<file path="config.mk">
export PLATFORM = sky130hd
export DESIGN_NAME = timer_bank
export DESIGN_NICKNAME = d
export VERILOG_FILES = /design/src/rtl/timer_bank.sv
export SDC_FILE = /design/constraint.sdc
export NUM_CORES = 1
export LEC_CHECK = 0
export ABC_AREA = 1
export BUFFER_PORTS_ARGS = -buffer_cell sky130_fd_sc_hd__buf_2
export CAP_MARGIN = 20
export CORE_ASPECT_RATIO = 1.4
export CORE_MARGIN = 2
export CORE_UTILIZATION = 45
export CTS_CLUSTER_SIZE = 16
export DETAILED_ROUTE_END_ITERATION = 12
export SLEW_MARGIN = 20
export SYNTH_ARGS = -nofsm -noshare
export SYNTH_HDL_FRONTEND = slang
export SYNTH_SLANG_ARGS = --single-unit
</file>
<file path="constraint.sdc">
create_clock -name clk -period 4.91 [get_ports clk]
set_input_delay 0.7365 -clock clk [delete_from_list [all_inputs] [get_ports clk]]
set_output_delay 0.7365 -clock clk [all_outputs]
set_load 0.03 [all_outputs]
</file>
<file path="src/rtl/timer_bank.sv">
// -----------------------------------------------------------------------------
// timer_bank
//
// Memory-mapped bank of NUM_CH independent reload timers. Each channel has a
// prescaler, an up-counter that reloads from TH on overflow, a sticky status
// bit (ST), an interrupt enable and a one-shot mode. Pending-and-enabled
// status bits are registered onto irq_vec and OR-reduced onto irqout.
//
// Register map (byte addresses, bits [1:0] of addr ignored):
//   BASE_ADDR + 16*c + 0x0 : TH   reload value
//   BASE_ADDR + 16*c + 0x4 : TL   counter
//   BASE_ADDR + 16*c + 0x8 : TCON [0] EN, [1] IE, [2] ST (W1C), [3] OS
//   BASE_ADDR + 16*c + 0xC : PRE  prescale divisor
//   BASE_ADDR + 16*NUM_CH  : IRQ_PEND, read-only, bit c = ST of channel c
//
// Ports:
//   clk     in   system clock, all state changes on rising edge
//   reset   in   asynchronous, active-low; 0 clears all state immediately
//   rd      in   read strobe (rdata is 0 unless rd=1 and the address hits)
//   wr      in   write strobe, sampled on the rising clock edge
//   addr    in   32-bit byte address
//   wdata   in   32-bit write data
//   rdata   out  32-bit combinational read data
//   irqout  out  registered OR of all pending & enabled channel interrupts
//   irq_vec out  registered per-channel pending & enabled
// -----------------------------------------------------------------------------
module timer_bank #(
   parameter int          NUM_CH    = 4,
   parameter int          TIMER_W   = 32,
   parameter int          PRE_W     = 16,
   parameter logic [31:0] BASE_ADDR = 32'h4000_0000
) (
   input  logic              clk,
   input  logic              reset,
   input  logic              rd,
   input  logic              wr,
   input  logic [31:0]       addr,
   input  logic [31:0]       wdata,
   output logic [31:0]       rdata,
   output logic              irqout,
   output logic [NUM_CH-1:0] irq_vec
);

   localparam int          CH_W     = (NUM_CH > 1) ? $clog2(NUM_CH) : 1;
   localparam logic [27:0] NUM_CH_L = 28'(NUM_CH);
   localparam logic [29:0] PEND_IDX = 30'(4 * NUM_CH);

   // ---------------------------------------------------------------------------
   // Address decode. Subtracting the base makes an address below the window
   // wrap to a huge offset, so the single range compare rejects it as well.
   // ---------------------------------------------------------------------------
   logic [31:0]     offset;
   logic            ch_hit;
   logic            pend_hit;
   logic [CH_W-1:0] ch_sel;
   logic [1:0]      reg_sel;

   assign offset   = addr - BASE_ADDR;
   assign ch_hit   = (offset[31:4] < NUM_CH_L);
   assign pend_hit = (offset[31:2] == PEND_IDX);
   assign ch_sel   = offset[4 +: CH_W];
   assign reg_sel  = offset[3:2];

   // Byte-lane bits carry no meaning on this bus.
   logic unused_addr_bits;
   assign unused_addr_bits = ^offset[1:0];

   // Per-channel read words and status, gathered for the read mux and IRQs.
   logic [NUM_CH-1:0][31:0] ch_rdata;
   logic [NUM_CH-1:0]       st_vec;
   logic [NUM_CH-1:0]       ie_vec;

   // ---------------------------------------------------------------------------
   // Channels
   // ---------------------------------------------------------------------------
   for (genvar gi = 0; gi < NUM_CH; gi++) begin : g_ch
      logic [TIMER_W-1:0] th_q, th_d;
      logic [TIMER_W-1:0] tl_q, tl_d;
      logic [PRE_W-1:0]   pre_q, pre_d;
      logic [PRE_W-1:0]   pcnt_q, pcnt_d;
      logic               en_q, en_d;
      logic               ie_q, ie_d;
      logic               st_q, st_d;
      logic               os_q, os_d;
      logic               sel;
      logic               tick;
      logic               ovf;
      logic [31:0]        word;

      assign sel  = wr & ch_hit & (ch_sel == CH_W'(gi));
      assign tick = en_q & (pcnt_q == pre_q);
      assign ovf  = tick & (&tl_q);

      // Priority order matters: hardware update first, then a software write
      // overrides it, then an overflow forces ST so that set beats W1C.
      always_comb begin
         th_d   = th_q;
         tl_d   = tl_q;
         pre_d  = pre_q;
         en_d   = en_q;
         ie_d   = ie_q;
         st_d   = st_q;
         os_d   = os_q;
         pcnt_d = (en_q && !tick) ? pcnt_q + PRE_W'(1) : '0;

         // Reload uses the pre-edge TH even if TH is written this cycle.
         if (tick) begin
            tl_d = ovf ? th_q : tl_q + TIMER_W'(1);
         end
         if (ovf && os_q) begin
            en_d = 1'b0;
         end

         if (sel) begin
            case (reg_sel)
               2'd0: th_d = wdata[TIMER_W-1:0];
               2'd1: begin
                  tl_d   = wdata[TIMER_W-1:0];
                  pcnt_d = '0;
               end
               2'd2: begin
                  en_d = wdata[0];
                  ie_d = wdata[1];
                  os_d = wdata[3];
                  if (wdata[2]) begin
                     st_d = 1'b0;
                  end
               end
               default: begin
                  pre_d  = wdata[PRE_W-1:0];
                  pcnt_d = '0;
               end
            endcase
         end

         if (ovf) begin
            st_d = 1'b1;
         end
         // A disabled channel always restarts its prescaler from zero.
         if (!en_d) begin
            pcnt_d = '0;
         end
      end

      always_ff @(posedge clk or negedge reset) begin
         if (!reset) begin
            th_q   <= '0;
            tl_q   <= '0;
            pre_q  <= '0;
            pcnt_q <= '0;
            en_q   <= 1'b0;
            ie_q   <= 1'b0;
            st_q   <= 1'b0;
            os_q   <= 1'b0;
         end else begin
            th_q   <= th_d;
            tl_q   <= tl_d;
            pre_q  <= pre_d;
            pcnt_q <= pcnt_d;
            en_q   <= en_d;
            ie_q   <= ie_d;
            st_q   <= st_d;
            os_q   <= os_d;
         end
      end

      // Zero-extended read word for the addressed register of this channel.
      always_comb begin
         word = '0;
         case (reg_sel)
            2'd0:    word[TIMER_W-1:0] = th_q;
            2'd1:    word[TIMER_W-1:0] = tl_q;
            2'd2:    word[3:0]         = {os_q, st_q, ie_q, en_q};
            default: word[PRE_W-1:0]   = pre_q;
         endcase
      end

      assign ch_rdata[gi] = word;
      assign st_vec[gi]   = st_q;
      assign ie_vec[gi]   = ie_q;
   end

   // ---------------------------------------------------------------------------
   // Read mux
   // ---------------------------------------------------------------------------
   always_comb begin
      rdata = '0;
      if (rd) begin
         if (ch_hit) begin
            rdata = ch_rdata[ch_sel];
         end else if (pend_hit) begin
            rdata[NUM_CH-1:0] = st_vec;
         end
      end
   end

   // ---------------------------------------------------------------------------
   // Interrupt outputs, registered one cycle behind ST.
   // ---------------------------------------------------------------------------
   logic [NUM_CH-1:0] irq_vec_q, irq_vec_d;
   logic              irqout_q, irqout_d;

   always_comb begin
      irq_vec_d = st_vec & ie_vec;
      irqout_d  = |(st_vec & ie_vec);
   end

   always_ff @(posedge clk or negedge reset) begin
      if (!reset) begin
         irq_vec_q <= '0;
         irqout_q  <= 1'b0;
      end else begin
         irq_vec_q <= irq_vec_d;
         irqout_q  <= irqout_d;
      end
   end

   assign irq_vec = irq_vec_q;
   assign irqout  = irqout_q;

endmodule

</file>
==> results.cfg <==
[run_status]
status = complete, no violations

[logic_synthesis]
yosysWarnings = 0
netlist_area_um2 = 27700
synth_seq_cells = 405
yosysTopAreaCell = dfrtp_1
yosys.area.top_type_share_pct = 36.6
ys_types = 48
async_reset_ff_share_pct = 100
synth_edf_count = 0
syn_inst = 4183
syn_avg_cell_area_um2 = 6.62
synth_common_cells = nand2_1, nor2_1, inv_1
synthTopCellsByArea = dfrtp_1, nand2_1, o21ai_0
synth_most_common_cell = nand2_1
ys_seq_area_share_pct = 36.6
synth.net_count = 4259
ys.flop_type = dfrtp_1

[critical_path]
worst_setup_path_end_kind = output pin
critPathMaxFanout = 48
critical_path_arrival_ns = 3.34
path_class = in -> out
rr_endpoint = g_ch[1].pcnt_q[15]$_DFF_PN0_
worstSetupStartpointType = input port
cp.required_ns = 4.17
rr_worst_depth = 10
reg2reg_setup_slack_ns = 1.79
reg2reg_from = g_ch[1].tl_q[1]$_DFF_PN0_

[drt]
routed-wl-met3_um = 9270
num_vias = 28856
drtAntennaViolNets = 0
met2_length_um = 49300
topRoutingLayerUsed = met4
met1_length_um = 45900
drc = 0
via_per_inst = 5.70
drt_iter0_drc = 3018
wl_per_cell_um = 22.4
wirelength_um = 113000
drtPass1Iterations = 6

[timing]
final_hold_viol_count = 0
worst_slew_pin_slew_ns = 1.07
finalSetupViolations = 0
fin_tns_setup_ns = 0
rsz0062_at_grt = false
worst_slew_margin_rel_pct = 28.7
period_share_pct = 83.1
fmax_mhz = 245
finClkSkew_ns = 0.0211
period_needed_ns = 4.08
maxSlewViolCount = 0

[placement]
place_congestion = 1.02
port_buffers = 102
dp_hpwl_um = 80400
dpl-instance-area_um2 = 29100

[cts]
cts-htree-levels = 2
cts_sinks = 405
post_cts_resized = 0
clkLatencyLatePin_ns = 0.61
cts_root_buf = clkbuf_16
hold_buffers = 0
clockBufferDepth = 3
clk_pin_slew_ns = 0.07
cts_tree = built
cts_setup_buffers = 0
numCtsBuffers = 46

[global_route]
antenna_found_initial = 1
grt_pass1_wl_um = 171000
grt_util_all_layers_pct = 35.8
grt_start_max_net_pins = 100
grt_pass1_vias = 27055
grt_overflow = 0

[final_layout]
seq_area_um2 = 10100
nets = 4282
final_util_pct = 50.4
final_area_um2 = 30700
drive_gt1_share_pct = 9.43
fillers = 6277
n_antenna_cell = 0
multi_input_area_um2 = 14700
synthToLayoutAreaGrowth_pct = 10.8

[floorplanning]
die_area_um2 = 63600
row_count = 107
pin_count = 105
die_y_um = 297
start_util_pct = 45.5
core_um2 = 60900
dieWidth_um = 214

[power]
peakVddDrop_mv = 0.264
powerDensity_nw_per_um2 = 251
leakage_nw = 14.3
power.total_w = 0.00770

[flow_run]
max-cap-violations = 0

[worst_hold_path]
hp-class = in -> async
flip-flops by register name, summed over array words and instances (netlist names):
register / cells
g_ch.th_q: 128
g_ch.tl_q: 128
g_ch.pcnt_q: 64
g_ch.pre_q: 64
g_ch.en_q: 4
g_ch.ie_q: 4
g_ch.os_q: 4
g_ch.st_q: 4
irq_vec: 4
irqout: 1
per-layer routing:
layer	track usage, %	vias to the layer above
met4	23.3	0
met1	48.1	13628
li1	-	13599
met3	5.22	302
met5	0	-
met2	53.5	1327
worst max-delay path: stages:
cell     delay, ns
buf_2         0.21
buf_4         0.60
inv_2         0.38
o21ai_0       0.26
o21ai_0       0.11
a21oi_1       0.14
o21ai_0       0.09
nor3_1        0.49
buf_2         0.31
report_power, final:
part	switching (W)	internal, W	leakage, nW
logic	0.000417	0.0000929	9.09
registers	0.0000000348	0.00334	4.46
clock network	0.00156	0.00229	0.805
total	0.00198	0.00572	14.3
final cells by class:
| type | instances | area share, % |
|---|---|---|
| clock inverter | 20 | 1.06 |
| clock buffer | 65 | 4.28 |
| timing repair buffer | 192 | 4.18 |
| sequential | 405 | 33.0 |
| inverter | 496 | 6.07 |
| tap | 817 | 3.33 |
| multi-input combinational | 3065 | 48.1 |
worst max path at each step:
stage / startpoint / to / slack (ns) / cells after the start
finish: addr[2] / rdata[13] / 0.83 / 9
global route: addr[2] / rdata[13] / 0.78 / 9
CTS: addr[2] / rdata[13] / 1.00 / 9
detailed placement: addr[2] / rdata[13] / 1.00 / 9
global placement: addr[2] / rdata[13] / 1.00 / 9
floorplan: addr[2] / rdata[24] / 1.42 / 8
cells by family (layout without fill, tap and decap cells):
family / count (synthesis) / in the layout / synth area share, %
flip-flops: 405 / 405 / 36.6
XOR/XNOR: 102 / 102 / 3.23
adder cells (fa/ha/maj): 8 / 8 / 0.362
AO/OA/AOI/OAI: 853 / 853 / 16.9
AND/OR/NAND/NOR: 2102 / 2102 / 32.6
buffers and inverters: 713 / 773 / 10.3
cell usage in the layout (no fill, tap or decap), drive strengths merged, types with 6 or more instances in the layout:
| master | count |
|---|---|
| o211ai | 41 |
| nor3 | 83 |
| o22ai | 65 |
| clkbuf | 65 |
| o21ai | 505 |
| bufinv | 8 |
| a21oi | 214 |
| nand3b | 11 |
| nand2 | 1086 |
| buf | 192 |
| xnor2 | 29 |
| nor4 | 20 |
| ha | 8 |
| or2 | 6 |
| nand4 | 95 |
| inv | 493 |
| nand3 | 224 |
| xor2 | 73 |
| o221ai | 22 |
| dfrtp | 405 |
| clkinv | 14 |
| nor2 | 570 |
through the flow:
stage / hold slack (ns) / cells / worst slack (ns)
global placement: 0.496 / 4975 / 1.00
floorplan: 0.441 / 4183 / 1.42
detailed placement: 0.502 / 4975 / 1.00
global route: 0.210 / 5060 / 0.776
finish: 0.160 / 5060 / 0.831
CTS: 0.168 / 5060 / 1.00
Power figures use the tool's default switching activity.
